$ cat src/rtl/vote3_session_ctrl.sv
// Three-voter session controller: opens a vote window on START, latches the 2-of-3 result
// and holds it for a display period. Optional macro VOTE3_EARLY_END_EN closes the window early.
module vote3_session_ctrl #(
    parameter logic [31:0] WIN_CYC  = 32'd50_000_000,
    parameter logic [31:0] HOLD_CYC = 32'd150_000_000
) (
    input  logic       i_clk_50m,
    input  logic       i_rst,
    input  logic       i_start,
    input  logic       i_key_a,
    input  logic       i_key_b,
    input  logic       i_key_c,
    output logic       o_busy,
    output logic [2:0] o_voted,
    output logic       o_res_vld,
    output logic       o_pass,
    output logic       o_done
);

    localparam int unsigned CNT_W = 32;

    typedef enum logic [1:0] {
        ST_IDLE   = 2'd0,
        ST_VOTING = 2'd1,
        ST_RESULT = 2'd2
    } state_t;

    state_t             r_state;
    state_t             w_state_nxt;
    logic [CNT_W-1:0]   r_cnt;
    logic [CNT_W-1:0]   w_cnt_nxt;
    logic               r_start_q;
    logic               r_start_d;
    logic [2:0]         r_key_q;
    logic [2:0]         r_key_d;
    logic [2:0]         r_voted;
    logic [2:0]         w_voted_nxt;
    logic               r_pass;
    logic               w_pass_nxt;
    logic               r_done;
    logic               w_done_nxt;
    logic               r_busy;
    logic               r_res_vld;
    logic               w_start_rise;
    logic [2:0]         w_key_rise;
    logic [2:0]         w_votes;
    logic               w_maj;
    logic               w_early;
    logic               w_win_end;
    logic               w_hold_end;

    // Input register plus delay register; delay resets low so a held key/START counts once after reset.
    always_ff @(posedge i_clk_50m) begin
        if (i_rst) begin
            r_start_q <= 1'b0;
            r_start_d <= 1'b0;
            r_key_q   <= 3'b000;
            r_key_d   <= 3'b000;
        end else begin
            r_start_q <= i_start;
            r_start_d <= r_start_q;
            r_key_q   <= {i_key_a, i_key_b, i_key_c};
            r_key_d   <= r_key_q;
        end
    end

    assign w_start_rise = r_start_q & ~r_start_d;
    assign w_key_rise   = r_key_q & ~r_key_d;

    // Votes including any rise captured this very cycle.
    assign w_votes    = r_voted | w_key_rise;
    assign w_maj      = (w_votes[2] & w_votes[1]) | (w_votes[2] & w_votes[0]) | (w_votes[1] & w_votes[0]);
    assign w_win_end  = (r_cnt == WIN_CYC - 32'd1);
    assign w_hold_end = (r_cnt == HOLD_CYC - 32'd1);

`ifdef VOTE3_EARLY_END_EN
    // Two yes votes already decide the outcome.
    assign w_early = w_maj;
`else
    assign w_early = 1'b0;
`endif

    always_ff @(posedge i_clk_50m) begin
        if (i_rst) begin
            r_state   <= ST_IDLE;
            r_cnt     <= '0;
            r_voted   <= 3'b000;
            r_pass    <= 1'b0;
            r_done    <= 1'b0;
            r_busy    <= 1'b0;
            r_res_vld <= 1'b0;
        end else begin
            r_state   <= w_state_nxt;
            r_cnt     <= w_cnt_nxt;
            r_voted   <= w_voted_nxt;
            r_pass    <= w_pass_nxt;
            r_done    <= w_done_nxt;
            r_busy    <= (w_state_nxt != ST_IDLE);
            r_res_vld <= (w_state_nxt == ST_RESULT);
        end
    end

    always_comb begin
        w_state_nxt = r_state;
        w_cnt_nxt   = r_cnt;
        w_voted_nxt = r_voted;
        w_pass_nxt  = r_pass;
        w_done_nxt  = 1'b0;
        case (r_state)
            ST_IDLE: begin
                w_cnt_nxt   = '0;
                w_voted_nxt = 3'b000;
                w_pass_nxt  = 1'b0;
                if (w_start_rise) begin
                    w_state_nxt = ST_VOTING;
                end
            end
            ST_VOTING: begin
                w_voted_nxt = w_votes;
                w_cnt_nxt   = CNT_W'(r_cnt + 32'd1);
                if (w_win_end || w_early) begin
                    w_state_nxt = ST_RESULT;
                    w_cnt_nxt   = '0;
                    w_pass_nxt  = w_maj;
                    w_done_nxt  = 1'b1;
                end
            end
            ST_RESULT: begin
                w_cnt_nxt = CNT_W'(r_cnt + 32'd1);
                if (w_hold_end) begin
                    w_state_nxt = ST_IDLE;
                    w_cnt_nxt   = '0;
                    w_voted_nxt = 3'b000;
                    w_pass_nxt  = 1'b0;
                end
            end
            default: begin
                w_state_nxt = ST_IDLE;
                w_cnt_nxt   = '0;
                w_voted_nxt = 3'b000;
                w_pass_nxt  = 1'b0;
            end
        endcase
    end

    assign o_busy    = r_busy;
    assign o_voted   = r_voted;
    assign o_res_vld = r_res_vld;
    assign o_pass    = r_pass;
    assign o_done    = r_done;

endmodule

$ cat config.mk
export PLATFORM = sky130hd
export DESIGN_NAME = vote3_session_ctrl
export DESIGN_NICKNAME = d
export VERILOG_FILES = /design/src/rtl/vote3_session_ctrl.sv
export SDC_FILE = /design/constraint.sdc
export NUM_CORES = 1
export LEC_CHECK = 0
export CAP_MARGIN = 40
export CELL_PAD_IN_SITES_DETAIL_PLACEMENT = 1
export CELL_PAD_IN_SITES_GLOBAL_PLACEMENT = 2
export CORE_ASPECT_RATIO = 1.75
export CORE_UTILIZATION = 33
export DETAILED_ROUTE_END_ITERATION = 12
export GPL_TIMING_DRIVEN = 1
export PLACE_DENSITY = 0.84
export SYNTH_ARGS = -nofsm -noshare
export SYNTH_HDL_FRONTEND = slang
export SYNTH_SLANG_ARGS = --single-unit
export TNS_END_PERCENT = 10
$ cat constraint.sdc
create_clock -name i_clk_50m -period 2.6 [get_ports i_clk_50m]
set_input_delay 0.26 -clock i_clk_50m [delete_from_list [all_inputs] [get_ports i_clk_50m]]
set_output_delay 0.26 -clock i_clk_50m [all_outputs]
set_load 0.01 [all_outputs]
==> flow_metrics.py, run 1 <==
metrics = {
    "clocking": {
        "cts_buffer_depth": 2,
        "cts_hold_buf": 0,
        "cts_buffers": 5,
        "clk_pin_slew_worst_paths_ps": 60,
        "cts_tree": "built",
        "cts_setup_buffers": 0,
        "cts_root_buf": "clkbuf_16",
        "cts_htree_levels": 2,
        "clkLatencyLatePin_ps": 290,
        "cts.sinks": 49,
        "cts_resized": 2,
    },
    "logic_synthesis": {
        "synthesis.nets": 267,
        "synth.cell_area_um2": 2290,
        "synth_cell_types": 37,
        "syn_avg_cell_area_um2": 8.93,
        "yosysWarnings": 0,
        "ys_ff_latch": 49,
        "ys_seq_area_share_pct": 42.9,
        "synth_cells": 256,
    },
    "place": {
        "place.gp.congestion": 0.761,
        "place_ws_ps": -37.3,
        "dpl.hpwl_um": 3920,
        "dpl.cell_count": 351,
        "numPortBuffers": 12,
        "place_area_um2": 2540,
    },
    "critical_path": {
        "cp_cell_sequence": "or4_1 -> or4_4 -> or3_4 -> a21oi_4 -> buf_12 -> nor3_1",
        "r2r-start": "r_cnt[26]",
        "reg2reg_slack_ps": 110,
        "required_ps": 2760,
        "reg2reg_to": "r_cnt[30]",
        "critPathMaxFanout": 33,
        "slowest_stage": "or4_4",
        "cp-start-kind": "flop",
        "worstSetupPathType": "flop to flop",
        "r2r_cells": 6,
        "critical_path_arrival_ps": 2650,
        "cp-end-kind": "flop",
        "cpPeakStageDelay_ps": 560,
    },
    "layout": {
        "final_nets": 287,
        "stdcell_area_um2": 2690,
        "stdcell_count": 358,
        "antenna_cells": 0,
        "synthToLayoutAreaGrowth_pct": 17.8,
        "fillers": 799,
        "drive_above_1_share_pct": 8.70,
    },
    "global_routing": {
        "grt_use_met3_pct": 3.76,
        "busiest_layer": "met2",
        "grt_max_degree": 34,
        "grt_pass1_vias": 1996,
        "antenna_found_initial": 0,
        "grt_first_pass_wirelength_um": 9410,
        "grt.total_usage_pct": 17.1,
        "use_met2_pct": 32.2,
        "gr-usage-met1_pct": 16.6,
        "overflow": 0,
    },
    "drt": {
        "wire_per_inst_um": 15.2,
        "wirelength_um": 5450,
        "first_pass_iters": 4,
        "num_vias": 1878,
        "first_iter_violations": 52,
        "antenna_left": 0,
        "vias_per_cell": 5.25,
        "drc": 0,
    },
    "power_and_ir_drop": {
        "ir_drop_mv": 0.251,
        "power_leakage_nw": 0.831,
        "p_total_mw": 1.49,
        "powerDensity_nw_per_um2": 554,
    },
    "run_status": {
        "status": "complete, no violations",
    },
    "floorplanning": {
        "io_pins": 13,
        "rows": 39,
        "die_w_um": 64.9,
        "start_util_pct": 34.7,
        "die_y_um": 112,
        "core_um2": 6590,
        "dieArea_um2": 7280,
    },
    "sta": {
        "max-slew-margin-rel_pct": 62.4,
        "fmax_ghz": 0.402,
        "hold_viol": 0,
        "fin_ws_ps": 114,
        "tightest_slew_ps": 560,
        "tns_ps": 0,
        "final.setup_skew_ps": 5.86,
        "rsz0062_at_grt": "false",
        "setup_violations": 0,
        "period_minus_slack_ps": 2490,
        "fin_crit_sh_pct": 95.6,
        "drv_slew": 0,
    },
    "worst_hold_path": {
        "hp-class": "flop to flop",
        "holdPathStages": 1,
        "worstHoldStart": "r_key_q[2]",
        "hold_path_end": "r_key_d[2]",
    },
    "job": {
        "max_cap_violations": 0,
    },
}
==> worst max-delay path by stage <==
stage / cells after the start / start / slack [ps] / to
6_report: 6 / r_cnt[26] / 110 / r_cnt[30]
5_1_grt: 5 / r_cnt[26] / 10 / o_busy
4_1_cts: 6 / r_cnt[26] / 90 / r_cnt[30]
3_5_place_dp: 5 / r_cnt[26] / -40 / o_busy
3_3_place_gp: 5 / r_cnt[26] / 30 / o_busy
2_1_floorplan: 7 / r_cnt[26] / 130 / r_cnt[10]
==> synthesized netlist by cell type <==
cell type	instances	area share [%]
clkbuf_1	7	1.1
nand2b_1	2	0.55
xnor2_1	21	8.0
or4b_1	1	0.44
or4_1	2	0.66
xor2_1	9	3.4
nor4_1	6	1.6
a211oi_1	1	0.33
nand4_1	5	1.4
or3_1	2	0.55
or4_4	1	0.49
and3_1	5	1.4
nand3_1	18	3.9
dfxtp_1	49	43
nor2b_1	12	3.3
o22ai_1	1	0.27
nor4bb_1	1	0.44
inv_1	13	2.1
nand2_1	12	2.0
o31a_1	1	0.38
a2111o_1	1	0.49
a221oi_2	1	0.66
o21ai_0	5	1.1
nor2_1	12	2.0
o21ai_2	1	0.38
buf_6	4	2.0
and4_1	2	0.77
a21oi_4	1	0.71
nor3b_1	2	0.66
maj3_1	1	0.44
ha_1	5	2.7
a221oi_1	3	1.1
and2_1	1	0.27
nand4bb_1	2	0.99
and4b_1	1	0.44
nor3_1	44	9.6
a31oi_1	1	0.27
==> critical path, delay by kind of cell, from the launching register on <==
kind                   cells  cell delay [ps]
and+or+nand+nor            4             1650
buffers and inverters      1              200
AOI/OAI and AO/OA          1              180
DFF                        1              310
==> per-layer routing <==
| metal | vias to the layer above | share of wire [%] |
|---|---|---|
| met4 | 0 | 3.4 |
| met3 | 12 | 2.5 |
| met1 | 904 | 37 |
| met5 | - | 0 |
| li1 | 938 | - |
| met2 | 24 | 57 |
==> cell type report <==
cell class	instances	area [µm²]	share of cell area (%)
flip-flops and latches	49	981	36.4
inverters	13	48.8	1.81
multi-input cells	183	1190	44.4
well taps	82	103	3.81
clock buffers	7	143	5.30
repair buffers	24	223	8.27
==> cells in the final DEF, fill, tap and decap left out, types with 2 or more instances in the layout <==
master	count
a221oi_1	3
and3_1	5
and4_1	2
buf_4	11
clkbuf_16	5
clkdlybuf4s50_1	12
dfxtp_1	49
ha_1	5
inv_1	13
nand2_1	12
nand2b_1	2
nand3_1	18
nand4_1	5
nand4bb_1	2
nor2_1	12
nor2b_1	12
nor3_1	44
nor3b_1	2
nor4_1	6
o21ai_0	5
or4_1	2
xnor2_1	21
xor2_1	9
==> report_power, final <==
part	internal, mW	switching (mW)	total, mW
registers	0.760	0.00472	0.764
logic	0.0341	0.0455	0.0796
clock network	0.378	0.269	0.648
total	1.17	0.320	1.49
==> state kept, by name, indices dropped and copies added, names as in the netlist <==
name and cells:
r_cnt 32, r_start_q 1, o_pass 1, r_key_q 3
o_voted 3, o_busy 1, r_key_d 3, r_start_d 1
o_res_vld 1, o_done 1, r_state 2
==> stage by stage <==
step | util, % | hold slack [ps]
final | 40.9 | 469
after global routing | 40.9 | 480
after floorplan | - | 332
after detailed placement | 38.6 | 453
after CTS | 40.9 | 470
after global placement | 38.6 | 443
==> cell families after synthesis <==
| family | share of synthesized area, % |
|---|---|
| AO/OA/AOI/OAI | 5.75 |
| buffers and inverters | 5.25 |
| XOR/XNOR | 11.5 |
| adder cells (fa/ha/maj) | 3.17 |
| flip-flops | 42.9 |
| AND/OR/NAND/NOR | 31.4 |
Power figures use the tool's default switching activity.
==> run 2: changes to the inputs <==
- SLEW_MARGIN: default -> 15
==> results of run 2 <==
No change in the layout: final DEF, timing and power equal those of run 1.
